==> src/rtl/teclado_emisor.sv <==
// -----------------------------------------------------------------------------
// teclado_emisor
// Transmitting end of the cashier's digit interface. Scans a 4x4 matrix
// keypad, debounces each press and release, and turns every accepted key into
// a single strobe: numeric keys give a digito/digito_stb transfer, non-digit
// keys give a tecla_invalida pulse. A held key never repeats.
//
// Ports:
//   clk            system clock, rising edge
//   reset          synchronous reset, active low
//   filas[3:0]     row sense, bit i = row i, high = key closed in driven column
//   habilitar      1 = strobes allowed, 0 = keep scanning but stay silent
//   columnas[3:0]  one-hot column drive, bit j = column j, active high
//   digito[3:0]    BCD value of the last accepted digit, holds between strobes
//   digito_stb     one-cycle pulse, digito valid in the same cycle
//   tecla_invalida one-cycle pulse when a non-digit key is accepted
// -----------------------------------------------------------------------------
module teclado_emisor #(
   parameter int unsigned SCAN_CYCLES     = 2,
   parameter int unsigned DEBOUNCE_CYCLES = 4
) (
   input  logic       clk,
   input  logic       reset,
   input  logic [3:0] filas,
   input  logic       habilitar,
   output logic [3:0] columnas,
   output logic [3:0] digito,
   output logic       digito_stb,
   output logic       tecla_invalida
);

   localparam int unsigned CNT_W = 8;
   localparam logic [CNT_W-1:0] DWELL_LAST = CNT_W'(SCAN_CYCLES - 1);
   localparam logic [CNT_W-1:0] DEB_TARGET = CNT_W'(DEBOUNCE_CYCLES);
   localparam logic [CNT_W-1:0] CNT_MAX    = '1;

   typedef enum logic [1:0] {
      ESCANEO,
      REBOTE,
      EMITIR,
      ESPERA_SOLTAR
   } estado_t;

   estado_t          estado;
   logic [CNT_W-1:0] cnt_dwell;
   logic [CNT_W-1:0] cnt_rebote;
   logic [3:0]       fila_lat;

   logic [CNT_W-1:0] rebote_inc;
   logic [4:0]       tecla;

   // Saturating increment for the 8-bit counters.
   function automatic logic [CNT_W-1:0] sat_inc(input logic [CNT_W-1:0] v);
      logic [CNT_W-1:0] r;
      r = (v == CNT_MAX) ? v : v + CNT_W'(1);
      return r;
   endfunction

   // True when exactly one row line is active.
   function automatic logic una_fila(input logic [3:0] v);
      logic r;
      r = (v != 4'd0) && ((v & (v - 4'd1)) == 4'd0);
      return r;
   endfunction

   // Index of a one-hot nibble.
   function automatic logic [1:0] indice(input logic [3:0] v);
      logic [1:0] r;
      r = 2'd0;
      case (v)
         4'b0001: r = 2'd0;
         4'b0010: r = 2'd1;
         4'b0100: r = 2'd2;
         default: r = 2'd3;
      endcase
      return r;
   endfunction

   // Key map lookup: returns {is_digit, bcd_value}.
   function automatic logic [4:0] decodificar(input logic [3:0] fila,
                                              input logic [3:0] col);
      logic [4:0] r;
      r = 5'b0_0000;
      case ({indice(fila), indice(col)})
         4'd0:    r = {1'b1, 4'd1};
         4'd1:    r = {1'b1, 4'd2};
         4'd2:    r = {1'b1, 4'd3};
         4'd4:    r = {1'b1, 4'd4};
         4'd5:    r = {1'b1, 4'd5};
         4'd6:    r = {1'b1, 4'd6};
         4'd8:    r = {1'b1, 4'd7};
         4'd9:    r = {1'b1, 4'd8};
         4'd10:   r = {1'b1, 4'd9};
         4'd13:   r = {1'b1, 4'd0};
         default: r = 5'b0_0000;
      endcase
      return r;
   endfunction

   // Next column in the 0001 -> 0010 -> 0100 -> 1000 -> 0001 ring.
   function automatic logic [3:0] rotar(input logic [3:0] v);
      logic [3:0] r;
      r = {v[2:0], v[3]};
      return r;
   endfunction

   assign rebote_inc = sat_inc(cnt_rebote);
   // columnas is frozen while a key is tracked, so it doubles as the latched column.
   assign tecla      = decodificar(fila_lat, columnas);

   // Scan / debounce / emit / release-wait controller with registered outputs.
   // The pulses are registered on the edge that enters EMITIR, so they are high
   // exactly during the EMITIR cycle (press seen at t -> strobe at t+D+1).
   always_ff @(posedge clk) begin
      if (!reset) begin
         estado         <= ESCANEO;
         columnas       <= 4'b0001;
         digito         <= 4'd0;
         digito_stb     <= 1'b0;
         tecla_invalida <= 1'b0;
         cnt_dwell      <= '0;
         cnt_rebote     <= '0;
         fila_lat       <= 4'd0;
      end else begin
         digito_stb     <= 1'b0;
         tecla_invalida <= 1'b0;

         case (estado)
            ESCANEO: begin
               if (una_fila(filas)) begin
                  // Lock onto this key; multi-key patterns fall through to scanning.
                  fila_lat   <= filas;
                  cnt_rebote <= '0;
                  cnt_dwell  <= '0;
                  estado     <= REBOTE;
               end else if (cnt_dwell >= DWELL_LAST) begin
                  cnt_dwell <= '0;
                  columnas  <= rotar(columnas);
               end else begin
                  cnt_dwell <= sat_inc(cnt_dwell);
               end
            end

            REBOTE: begin
               if (filas == fila_lat) begin
                  cnt_rebote <= rebote_inc;
                  if (rebote_inc == DEB_TARGET) begin
                     estado <= EMITIR;
                     if (habilitar) begin
                        if (tecla[4]) begin
                           digito_stb <= 1'b1;
                           digito     <= tecla[3:0];
                        end else begin
                           tecla_invalida <= 1'b1;
                        end
                     end
                  end
               end else begin
                  // Bounce: abandon this key and resume on the following column.
                  estado     <= ESCANEO;
                  columnas   <= rotar(columnas);
                  cnt_dwell  <= '0;
                  cnt_rebote <= '0;
               end
            end

            EMITIR: begin
               cnt_rebote <= '0;
               estado     <= ESPERA_SOLTAR;
            end

            ESPERA_SOLTAR: begin
               // Release must be seen as DEBOUNCE_CYCLES consecutive idle samples.
               if (filas == 4'd0) begin
                  if (rebote_inc == DEB_TARGET) begin
                     estado     <= ESCANEO;
                     columnas   <= rotar(columnas);
                     cnt_dwell  <= '0;
                     cnt_rebote <= '0;
                  end else begin
                     cnt_rebote <= rebote_inc;
                  end
               end else begin
                  cnt_rebote <= '0;
               end
            end

            default: begin
               estado <= ESCANEO;
            end
         endcase
      end
   end

endmodule

==> config.mk <==
export PLATFORM = sky130hd
export DESIGN_NAME = teclado_emisor
export DESIGN_NICKNAME = d
export VERILOG_FILES = /design/src/rtl/teclado_emisor.sv
export SDC_FILE = /design/constraint.sdc
export NUM_CORES = 1
export LEC_CHECK = 0
export CAP_MARGIN = 20
export CORE_MARGIN = 2
export CORE_UTILIZATION = 50
export DETAILED_ROUTE_END_ITERATION = 8
export PLACE_DENSITY_LB_ADDON = 0.05
export RECOVER_POWER = 100
export SYNTH_ARGS = -nofsm -noshare
export SYNTH_HDL_FRONTEND = slang
export SYNTH_SLANG_ARGS = --single-unit
==> constraint.sdc <==
create_clock -name clk -period 2.8 [get_ports clk]
set_input_delay 0.42 -clock clk [delete_from_list [all_inputs] [get_ports clk]]
set_output_delay 0.42 -clock clk [all_outputs]
set_load 0.01 [all_outputs]
==> metrics.md <==
| Metric | Value |
|---|---|
| Ys flop type | `dfxtp_1` |
| Final period util | `0.899` |
| Pwr dens | `507 mW/mm^2` |
| CTS clk-pin slew, worst paths | `0.07 ns` |
| R2R Setup Slk | `0.28 ns` |
| XOR/XNOR Fraction of Synth Area | `0.0213` |
| Initial antenna violation count | `0` |
| Period minus WS final | `2.52 ns` |
| Clock Sinks | `32` |
| Die width | `68.1 um` |
| Via count of the first global-routing pass | `1728` |
| Core Area | `0.00397 mm^2` |
| Longest Clk Path Bufs | `2` |
| Peak VDD IR | `0.000270 V` |
| Adder-cell share of the synthesized area | `0.0427` |
| First-pass GRT wire length | `8030 um` |
| Worst Min Path Start | `digito[3]$_SDFFE_PN0P_` |
| Post-DP HPWL | `3510 um` |
| Slew Viols, Final | `0` |
| Overall power | `1190 uW` |
| Drt wl/cell | `14.6 um` |
| Seq cells post-synth | `32` |
| Outcome | `complete, no violations` |
| Initial drt markers | `102` |
| Row count | `23` |
| Largest family of logic cells by synthesized area | `simple AND/OR/NAND/NOR gates` |
| Worst-path maximum fanout | `7` |
| Register area share after synthesis | `0.312` |
| Worst path required time | `2.97 ns` |
| Leak | `0.000969 uW` |
| Reg-to-reg startpoint | `columnas[2]$_SDFFE_PN0P_` |
| Final Hold Fails | `0` |
| Critical path arrival | `2.69 ns` |
| Setup Buffers After CTS | `0` |
| Post-CTS Resized | `0` |
| IO Pins | `17` |
| Async set-reset flop share out of synthesis | `0` |
| Synth Area in Compound Gates | `0.224` |
| HP Class | `flop to flop` |
| Slew HR | `0.687` |
| Crit end category | `flop` |
| ANT cells | `0` |
| Multiplexer share of the synthesized area | `0.0634` |
| Multi-input gate area | `0.00128 mm^2` |
| Fraction of layout instances using a drive strength above 1 | `0.0993` |
| Syn Area/Cell | `8.05 um^2` |
| Post-Syn Instances | `255` |
| Initial Util | `0.517` |
| Die Span Y | `68.1 um` |
| CP Class | `flop to flop` |
| Clk_lat worst skew | `0.29 ns` |
| Gr usage total | `0.230` |
| Layout Nets | `286` |
| CTS tree | `done` |
| Hold path cells | `2` |
| Synthesized cell area | `0.00205 mm^2` |
| Root Buffer | `clkbuf_8` |
| Pin count of the biggest net entering global routing | `22` |
| Max Clk Rate | `0.397 GHz` |
| Seq. cell area | `641 um^2` |
| Initial DRT Pass Iterations | `4` |
| Reg2reg path depth | `7` |
| Max-cap violations | `0` |
| Worst Max-Slew Pin Slew | `0.470 ns` |
| Total Wirelength | `4700 um` |
| Crit Reg-Reg Endpoint | `digito[1]$_SDFFE_PN0P_` |
| Syn_nets | `269` |
| Worst clock skew | `0.00410 ns` |
| Worst hold endpoint | `digito[3]$_SDFFE_PN0P_` |
| Final setup vio count | `0` |
| Setup_tns | `0 ns` |
| ANT nets after route | `0` |
| GRT overflow | `0` |
| Port bufs | `16` |
| Synthesis Warnings | `0` |
| Synth Area in Simple Gates | `0.282` |
| RSZ-0062 raised after global routing | `false` |
| Num CTS Buffers | `5` |
| Die Area | `0.00463 mm^2` |
| Fill count | `387` |
| Synth-to-layout area growth | `14.5%` |
| Hold_buf cts | `0` |
| Vias per inst | `5.86` |
| Crit path launch type | `flop` |
| Drt drc | `0` |
| H-tree lvl count | `2` |
| Via count | `1887` |
| Routability cong. | `0.838` |
| Number of enable flip-flop cells after synthesis | `0` |
| Yosys cell types | `52` |
[flip-flops by register name (all words and copies together) (netlist names), named ones only]
signal / count
cnt_dwell: 8
columnas: 4
cnt_rebote: 8
estado: 1
digito_stb: 1
fila_lat: 4
digito: 4
tecla_invalida: 1
[power breakdown]
part,total [uW],internal (uW),switching (uW)
Clock,389,219,170
Combinational,303,136,167
Sequential,501,477,24.1
Total,1190,832,361
[cell usage after synthesis (all sizes together), types with 7 or more instances]
cell	instances	area, um^2
nand4	7	50.1
dfxtp	32	641
buf	10	52.6
nand3	15	75.1
nor2	18	67.6
nand2	27	101
o21ai	7	35.0
inv	11	41.3
nor3	12	60.1
mux2i	13	130
a21oi	20	123
ha	7	87.6
[worst max-delay path by stage]
stage / from / endpoint / slack, ns / cells past startpoint
2_1_floorplan: columnas[3]$_SDFFE_PN0P_ / digito[2]$_SDFFE_PN0P_ / 0.53 / 8
3_3_place_gp: filas[0] / cnt_dwell[3]$_SDFFE_PN0P_ / 0.22 / 7
3_5_place_dp: filas[0] / cnt_dwell[0]$_SDFFE_PN0P_ / 0.19 / 7
4_1_cts: columnas[2]$_SDFFE_PN0P_ / digito[1]$_SDFFE_PN0P_ / 0.32 / 7
5_1_grt: columnas[2]$_SDFFE_PN0P_ / digito[1]$_SDFFE_PN0P_ / 0.03 / 7
6_report: columnas[2]$_SDFFE_PN0P_ / digito[1]$_SDFFE_PN0P_ / 0.28 / 7
[cell usage in the layout, fill, tap and decap left out, drive strengths merged, types with 2 or more instances in the layout]
| master | n |
|---|---|
| o31ai | 2 |
| inv | 11 |
| dfxtp | 32 |
| xnor2 | 4 |
| and3 | 5 |
| nor2b | 3 |
| a211o | 2 |
| o221a | 3 |
| clkdlybuf4s50 | 5 |
| and3b | 2 |
| nor3b | 3 |
| nor4 | 4 |
| nand4 | 7 |
| nor2 | 18 |
| and4 | 2 |
| a21o | 5 |
| nor3 | 12 |
| ha | 7 |
| nand2b | 4 |
| and2 | 2 |
| clkbuf | 7 |
| a22oi | 2 |
| a21oi | 20 |
| a31oi | 5 |
| dlygate4sd3 | 11 |
| o21ai | 7 |
| buf | 8 |
| nand2 | 27 |
| o211ai | 3 |
| a211oi | 5 |
| nand3 | 15 |
| mux2i | 13 |
[worst max-delay path: stages, from the launching register on]
cell and delay (ns):
dfxtp_1 0.36, or4b_4 0.57, ha_1 0.30, o21ai_0 0.29, a31oi_1 0.12, mux2i_1 0.33
nand4_2 0.26, mux2i_1 0.17
[kinds of logic after synthesis]
family,count (synthesis)
mux,13
fa+ha+maj,7
buf+inv,26
compound gates,63
simple gates,109
flops,32
xor+xnor,5
[layer usage]
layer	wire length (um)	global-route usage	vias to the layer above
met2	1980	0.329	20
li1	-	-	973
met4	78	0.0875	0
met1	2540	0.338	885
met3	102	0.0444	9
met5	0	0	-
[cell type report]
type	count	share of cell area
Sequential cell	32	0.273
Multi-Input combinational cell	197	0.547
Clock buffer	7	0.0410
Tap cell	50	0.0266
Inverter	12	0.0192
Timing Repair Buffer	24	0.0937
[metrics by stage]
step	cell area, um^2	instances	hold slack [ns]	utilization	setup WS [ns]
after floorplan	2050	255	0.468	-	0.531
after detailed placement	2270	315	0.454	0.571	0.194
after CTS	2360	322	0.463	0.595	0.322
after global routing	2350	322	0.479	0.592	0.0259
final	2350	322	0.458	0.592	0.283
after global placement	2270	315	0.448	0.571	0.218
Note: power is estimated with default switching activity, not from simulation.
